$ cat config.mk
export PLATFORM = sky130hd
export DESIGN_NAME = disp_cursor
export DESIGN_NICKNAME = d
export VERILOG_FILES = /design/src/rtl/disp_pkg.sv /design/src/rtl/quad_decoder.sv /design/src/rtl/disp_cursor.sv
export SDC_FILE = /design/constraint.sdc
export NUM_CORES = 1
export LEC_CHECK = 0
export CAP_MARGIN = 20
export CORE_ASPECT_RATIO = 1.4
export CORE_MARGIN = 4
export CORE_UTILIZATION = 60
export CTS_CLUSTER_DIAMETER = 120
export DETAILED_ROUTE_END_ITERATION = 10
export GPL_ROUTABILITY_DRIVEN = 0
export HOLD_SLACK_MARGIN = 0.05
export PLACE_DENSITY = 0.84
export SYNTH_ARGS = -nofsm -noshare
export SYNTH_HDL_FRONTEND = slang
export SYNTH_SLANG_ARGS = --single-unit
$ cat constraint.sdc
create_clock -name clk -period 2.8 [get_ports clk]
set_clock_uncertainty 0.2 [all_clocks]
set_input_delay 0.56 -clock clk [delete_from_list [all_inputs] [get_ports clk]]
set_output_delay 0.56 -clock clk [all_outputs]
set_load 0.005 [all_outputs]
$ cat src/rtl/disp_pkg.sv
// Shared constants for the display cursor: quadrature decoder state encoding
// and the AB code points of one detent.
package disp_pkg;

    localparam logic [2:0] ST_IDLE = 3'd0;
    localparam logic [2:0] ST_A1   = 3'd1;
    localparam logic [2:0] ST_AB_A = 3'd2;
    localparam logic [2:0] ST_B_A  = 3'd3;
    localparam logic [2:0] ST_B1   = 3'd4;
    localparam logic [2:0] ST_AB_B = 3'd5;
    localparam logic [2:0] ST_A_B  = 3'd6;
    localparam logic [2:0] ST_WAIT = 3'd7;

    // {A,B} codes; rest position is 00
    localparam logic [1:0] AB_00 = 2'b00;
    localparam logic [1:0] AB_10 = 2'b10;
    localparam logic [1:0] AB_11 = 2'b11;
    localparam logic [1:0] AB_01 = 2'b01;

    // Code that the encoder shows while the decoder sits in a given state.
    function automatic logic [1:0] st_code(input logic [2:0] st);
        case (st)
            ST_A1, ST_A_B:   st_code = AB_10;
            ST_AB_A, ST_AB_B: st_code = AB_11;
            ST_B_A, ST_B1:   st_code = AB_01;
            default:         st_code = AB_00;
        endcase
    endfunction

endpackage

$ cat src/rtl/quad_decoder.sv
// Full-detent quadrature decoder: registers the encoder pair, tracks the detent
// and emits step/error pulses plus same-cycle event strobes for the cursor logic.
//   state   | meaning
//   IDLE    | at rest, AB=00
//   A1      | AB=10, A-leading detent started
//   AB_A    | AB=11 reached via A
//   B_A     | AB=01 via A, next 00 completes a down step
//   B1      | AB=01, B-leading detent started
//   AB_B    | AB=11 reached via B
//   A_B     | AB=10 via B, next 00 completes an up step
//   WAIT    | after an illegal jump or reset off-rest, waiting for 00
module quad_decoder
    import disp_pkg::*;
(
    input  logic clk,
    input  logic rst,
    input  logic rot_a,
    input  logic rot_b,
    output logic step_up,
    output logic step_dn,
    output logic seq_err,
    output logic up_evt,
    output logic dn_evt
);

    logic [2:0] state_q, state_d;
    logic [1:0] ab_q, ab_d;
    logic       loaded_q, loaded_d;
    logic       first_q, first_d;
    logic       step_up_q, step_up_d;
    logic       step_dn_q, step_dn_d;
    logic       seq_err_q, seq_err_d;
    logic       live;

    // The first sample after reset is only classified (rest or not), never stepped on.
    assign live = loaded_q & ~first_q;

    always_ff @(posedge clk) begin
        if (rst) begin
            state_q   <= ST_IDLE;
            ab_q      <= AB_00;
            loaded_q  <= 1'b0;
            first_q   <= 1'b1;
            step_up_q <= 1'b0;
            step_dn_q <= 1'b0;
            seq_err_q <= 1'b0;
        end else begin
            state_q   <= state_d;
            ab_q      <= ab_d;
            loaded_q  <= loaded_d;
            first_q   <= first_d;
            step_up_q <= step_up_d;
            step_dn_q <= step_dn_d;
            seq_err_q <= seq_err_d;
        end
    end

    always_comb begin
        state_d  = state_q;
        ab_d     = {rot_a, rot_b};
        loaded_d = 1'b1;
        first_d  = first_q & ~loaded_q;
        if (!loaded_q) begin
            state_d = ST_IDLE;
        end else if (first_q) begin
            state_d = (ab_q == AB_00) ? ST_IDLE : ST_WAIT;
        end else begin
            case (state_q)
                ST_IDLE: case (ab_q)
                    AB_10:   state_d = ST_A1;
                    AB_01:   state_d = ST_B1;
                    AB_11:   state_d = ST_WAIT;
                    default: state_d = state_q;
                endcase
                ST_A1: case (ab_q)
                    AB_11:   state_d = ST_AB_A;
                    AB_00:   state_d = ST_IDLE;
                    AB_01:   state_d = ST_WAIT;
                    default: state_d = state_q;
                endcase
                ST_AB_A: case (ab_q)
                    AB_01:   state_d = ST_B_A;
                    AB_10:   state_d = ST_A1;
                    AB_00:   state_d = ST_WAIT;
                    default: state_d = state_q;
                endcase
                ST_B_A: case (ab_q)
                    AB_00:   state_d = ST_IDLE;
                    AB_11:   state_d = ST_AB_A;
                    AB_10:   state_d = ST_WAIT;
                    default: state_d = state_q;
                endcase
                ST_B1: case (ab_q)
                    AB_11:   state_d = ST_AB_B;
                    AB_00:   state_d = ST_IDLE;
                    AB_10:   state_d = ST_WAIT;
                    default: state_d = state_q;
                endcase
                ST_AB_B: case (ab_q)
                    AB_10:   state_d = ST_A_B;
                    AB_01:   state_d = ST_B1;
                    AB_00:   state_d = ST_WAIT;
                    default: state_d = state_q;
                endcase
                ST_A_B: case (ab_q)
                    AB_00:   state_d = ST_IDLE;
                    AB_11:   state_d = ST_AB_B;
                    AB_01:   state_d = ST_WAIT;
                    default: state_d = state_q;
                endcase
                default: state_d = (ab_q == AB_00) ? ST_IDLE : ST_WAIT;
            endcase
        end
    end

    always_comb begin
        step_up_d = live && (state_q == ST_A_B) && (ab_q == AB_00);
        step_dn_d = live && (state_q == ST_B_A) && (ab_q == AB_00);
        seq_err_d = live && (state_q != ST_WAIT) && ((ab_q ^ st_code(state_q)) == AB_11);
    end

    assign step_up = step_up_q;
    assign step_dn = step_dn_q;
    assign seq_err = seq_err_q;
    assign up_evt  = step_up_d;
    assign dn_evt  = step_dn_d;

endmodule

$ cat src/rtl/disp_cursor.sv
// Multi-channel display cursor: one bounded address per channel, stepped by the
// quadrature decoder and cleared by the centre push on the selected channel.
module disp_cursor
    import disp_pkg::*;
#(
    parameter int CHANNELS = 4,
    parameter int CH_W     = 2,
    parameter int ADDR_W   = 5,
    parameter int ADDR_MAX = (1 << ADDR_W) - 1,
    parameter int SATURATE = 0
) (
    input  logic              clk,
    input  logic              rst,
    input  logic              rot_a,
    input  logic              rot_b,
    input  logic              rot_push,
    input  logic [CH_W-1:0]   chan_sel,
    output logic [ADDR_W-1:0] addr,
    output logic              step_up,
    output logic              step_dn,
    output logic              changed,
    output logic              seq_err
);

    localparam logic [ADDR_W:0] MAX_X = (ADDR_W + 1)'(ADDR_MAX);

    logic [ADDR_W-1:0] cur_q [CHANNELS];
    logic [ADDR_W-1:0] cur_d [CHANNELS];
    logic              push_q, push_d;
    logic              push_prev_q, push_prev_d;
    logic              changed_q, changed_d;
    logic              up_evt, dn_evt, push_rise;

    quad_decoder u_quad (
        .clk     (clk),
        .rst     (rst),
        .rot_a   (rot_a),
        .rot_b   (rot_b),
        .step_up (step_up),
        .step_dn (step_dn),
        .seq_err (seq_err),
        .up_evt  (up_evt),
        .dn_evt  (dn_evt)
    );

    // Bounds are checked one bit wider so ADDR_MAX below the natural top still wraps correctly.
    function automatic logic [ADDR_W-1:0] bump_up(input logic [ADDR_W-1:0] c);
        logic [ADDR_W:0] x;
        x = {1'b0, c};
        if (x >= MAX_X) begin
            bump_up = (SATURATE != 0) ? c : '0;
        end else begin
            x       = x + (ADDR_W + 1)'(1);
            bump_up = x[ADDR_W-1:0];
        end
    endfunction

    function automatic logic [ADDR_W-1:0] bump_dn(input logic [ADDR_W-1:0] c);
        logic [ADDR_W:0] x;
        x = {1'b0, c};
        if (x == '0) begin
            bump_dn = (SATURATE != 0) ? c : MAX_X[ADDR_W-1:0];
        end else begin
            x       = x - (ADDR_W + 1)'(1);
            bump_dn = x[ADDR_W-1:0];
        end
    endfunction

    always_ff @(posedge clk) begin
        if (rst) begin
            for (int i = 0; i < CHANNELS; i++) cur_q[i] <= '0;
            push_q      <= 1'b0;
            push_prev_q <= 1'b0;
            changed_q   <= 1'b0;
        end else begin
            cur_q       <= cur_d;
            push_q      <= push_d;
            push_prev_q <= push_prev_d;
            changed_q   <= changed_d;
        end
    end

    assign push_rise = push_q & ~push_prev_q;

    always_comb begin
        cur_d       = cur_q;
        changed_d   = 1'b0;
        push_d      = rot_push;
        push_prev_d = push_q;
        for (int i = 0; i < CHANNELS; i++) begin
            if ((chan_sel == CH_W'(i)) && (push_rise || up_evt || dn_evt)) begin
                changed_d = 1'b1;
                if (push_rise)   cur_d[i] = '0;
                else if (up_evt) cur_d[i] = bump_up(cur_q[i]);
                else             cur_d[i] = bump_dn(cur_q[i]);
            end
        end
    end

    always_comb begin
        addr = '0;
        for (int i = 0; i < CHANNELS; i++) begin
            if (chan_sel == CH_W'(i)) addr = cur_q[i];
        end
    end

    assign changed = changed_q;

endmodule

==> key figures <==
Place
  – Total placed cells including tap cells: 394
  – I/O Buffers: 15
  – Final HPWL DP: 5.004 mm

Synthesis
  – Async SR Flop Fraction: 0
  – Sequential share of the synthesized area: 0.2486
  – Area leader, netlist: dfxtp_1
  – Syn_nets: 347
  – Share of the synthesized area in the top cell type: 0.2486
  – Post-synth EDFFs: 0
  – Library cells used by synthesis: 64
  – Mean post-synth cell area: 8.279 um2
  – Synth Flop Type: dfxtp_1
  – Post-Syn Instances: 321
  – Syn Std Cell Area: 2658 um2
  – Synth top area cells: dfxtp_1 (25%), ha_1 (8.9%), mux4_2 (4.2%), a21oi_1 (3.6%), inv_1 (3.4%)
  – #FFs+latches synth: 33
  – Ys Warns: 0

Setup path
  – Reg2Reg Launch Point: u_quad.ab_q[0]
  – Largest stage delay, worst path: 530 ps
  – Critical path launch point: chan_sel[1]
  – CP endpoint kind: output pin
  – R2R Setup Slk: 190 ps
  – Kind of critical path: in -> out
  – Worst EP required: 2040 ps
  – Worst-path fanout max: 5
  – Slowest-stage cell, CP: mux4_2
  – CP arrival: 1890 ps
  – R2R cell count: 7
  – CP cell instances: dlygate4sd2_1, mux4_2, clkdlybuf4s50_1
  – Startpoint types: input port
  – Crit Reg-Reg Endpoint: cur_q[2]

STA
  – Final min period: 2653 ps
  – Fmax: 0.3769 GHz
  – Period utilisation layout: 0.9475
  – Fin. max-slew vios: 0
  – Worst Max-Slew Pin Slew: 400.4 ps
  – Rel. slew slack: 0.7308
  – Unrepaired setup endpoints after global routing: false
  – Hold Violations, Final: 0
  – Final hold slack: 285.0 ps
  – Final setup fails: 0

Detailed routing
  – DR pass1 iterations: 5
  – M1 wire length: 2.536 mm
  – Post-DRT Antenna Nets: 0
  – DRC viols: 0
  – Drt first-iter violations: 243
  – Via count: 2647
  – WL/cell: 16.93 um
  – Metal3 WL: 477 um
  – Wire length on met2: 3.437 mm
  – Max Used Layer: met4
  – Final WL: 6.806 mm
  – Vias per cell: 6.585

Power
  – Power per cell area: 345.2 nW/um2
  – P_leak: 1.149 nW
  – Worst VDD drop: 237.4 uV

Run
  – Max-cap violations: 0

Min path
  – Hold Crit Start: push_prev_d
  – Hold Crit Depth: 1
  – Type of the worst min-delay path: reg -> reg
  – WHS Endpoint: push_prev_q

CTS
  – Clock slew at reported path FFs: 70 ps
  – Root buffer cell: clkbuf_8
  – CTS tree: built
  – Worst-skew pair later-pin latency: 290 ps
  – CTS H-tree depth: 2
  – CTS Buffer Depth: 2
  – TritonCTS Buffers: 5
  – CTS Sinks: 33
  – Cts hold-fix bufs: 0

Cells and area
  – Most frequent cells in the layout: dfxtp_1 (33), inv_1 (24), a21oi_1 (19), ha_1 (19)
  – Layout area overhead: 13.09%
  – Share of cells above drive strength 1: 0.1316
  – Layout fillers: 361
  – Most common cell after layout, fill and taps aside: dfxtp_1
  – N_diodes: 0
  – Final Non-Filler Cells: 402
  – Fin nets: 367

Floorplan
  – Core area: 4239 um2
  – Cell Rows: 28
  – Die Y: 86.75 um
  – Initial core utilization: 0.6269
  – Die area: 5573 um2
  – Ports: 16
  – Die width: 64.25 um

GRT
  – Initial antenna violation count: 0
  – Pin count of the biggest net entering global routing: 23
  – GR Util All Layers: 0.2562
  – First-pass GRT wire length: 11.28 mm
  – Gr ovfl total: 0
  – Vias in the first global route: 2477

Run status
  – Outcome: completed
-- worst max-delay path by stage --
| stage | end | cells past startpoint | slack, ps |
|---|---|---|---|
| 3_3_place_gp | addr[2] | 3 | -120 |
| 5_1_grt | cur_q[18] | 8 | 30 |
| 6_report | addr[0] | 3 | 150 |
| 2_1_floorplan | cur_q[17] | 8 | 340 |
| 4_1_cts | addr[0] | 3 | 140 |
| 3_5_place_dp | addr[0] | 3 | -120 |
-- cell type report --
| type | instances | area, um2 | area share |
|---|---|---|---|
| multi-input combinational | 244 | 1810 | 0.6024 |
| sequential | 33 | 660.6 | 0.2198 |
| timing repair buffer | 33 | 282.8 | 0.09409 |
| inverter | 24 | 90.09 | 0.02998 |
| tap | 60 | 75.07 | 0.02498 |
| clock buffer | 5 | 68.82 | 0.02290 |
| clock inverter | 3 | 17.52 | 0.005828 |
-- kinds of logic (layout without fill, tap and decap cells) --
kind of cell	count (synthesis)	after routing	synth area share
fa+ha+maj	19	19	0.08945
simple gates	111	111	0.2415
compound gates	92	92	0.2434
flops	33	33	0.2486
mux	13	13	0.07439
buf+inv	44	65	0.07015
xor+xnor	9	9	0.03249
-- worst max-delay path: cells and delay by family --
kind	cells	cell delay (ps)
buffers and inverters	2	790
multiplexers	1	530
-- metrics by stage --
step | setup WS (ps) | utilization | TNS [ps] | power (W) | area [um2]
6_report | 147.0 | 0.7090 | 0 | 0.001037 | 3005
5_1_grt | 25.39 | 0.7090 | 0 | 0.001081 | 3005
4_1_cts | 142.7 | 0.7090 | 0 | 0.001036 | 3005
3_5_place_dp | -123.9 | 0.6892 | -527.6 | 0.0006839 | 2922
3_3_place_gp | -116.8 | 0.6892 | -482.5 | 0.0006790 | 2922
2_1_floorplan | 343.9 | - | 0 | 0.0006309 | 2658
-- sequential cells by signal (all words and copies together) (netlist names) --
| signal | cells |
|---|---|
| changed | 1 |
| cur_q | 20 |
| push_prev_d | 1 |
| push_prev_q | 1 |
| u_quad.ab_q | 2 |
| u_quad.first_q | 1 |
| u_quad.loaded_q | 1 |
| u_quad.seq_err | 1 |
| u_quad.state_q | 3 |
| u_quad.step_dn | 1 |
| u_quad.step_up | 1 |
-- layer usage --
metal / GRT usage / up-vias
met5: 0 / -
met4: 0.1750 / 0
met3: 0.03632 / 37
met2: 0.4549 / 158
met1: 0.2779 / 1211
li1: - / 1241
-- cell usage after synthesis (5+ instances only) --
master    count
nor2b_1       8
ha_1         19
a31oi_1      10
buf_2         7
nor3_1       10
or3_1         6
a21oi_1      19
nand3_1       5
nor2_1       16
clkbuf_1      7
mux4_2        5
nand2b_1      5
xnor2_1       7
o21ai_0      15
o31ai_1       5
and3_1       10
inv_1        24
dfxtp_1      33
nor4_1        5
nand2_1      18
-- where the power goes --
| group | switching, W | total (W) | internal [W] |
|---|---|---|---|
| logic | 0.000103 | 0.000183 | 0.0000800 |
| registers | 0.0000142 | 0.000493 | 0.000479 |
| clock network | 0.000190 | 0.000361 | 0.000172 |
-- what timing repair did --
item                       CTS  global route
buffers inserted             0             0
gates resized for setup      2             0
setup endpoints to repair    5             0
(Power assumes the default switching activity.)
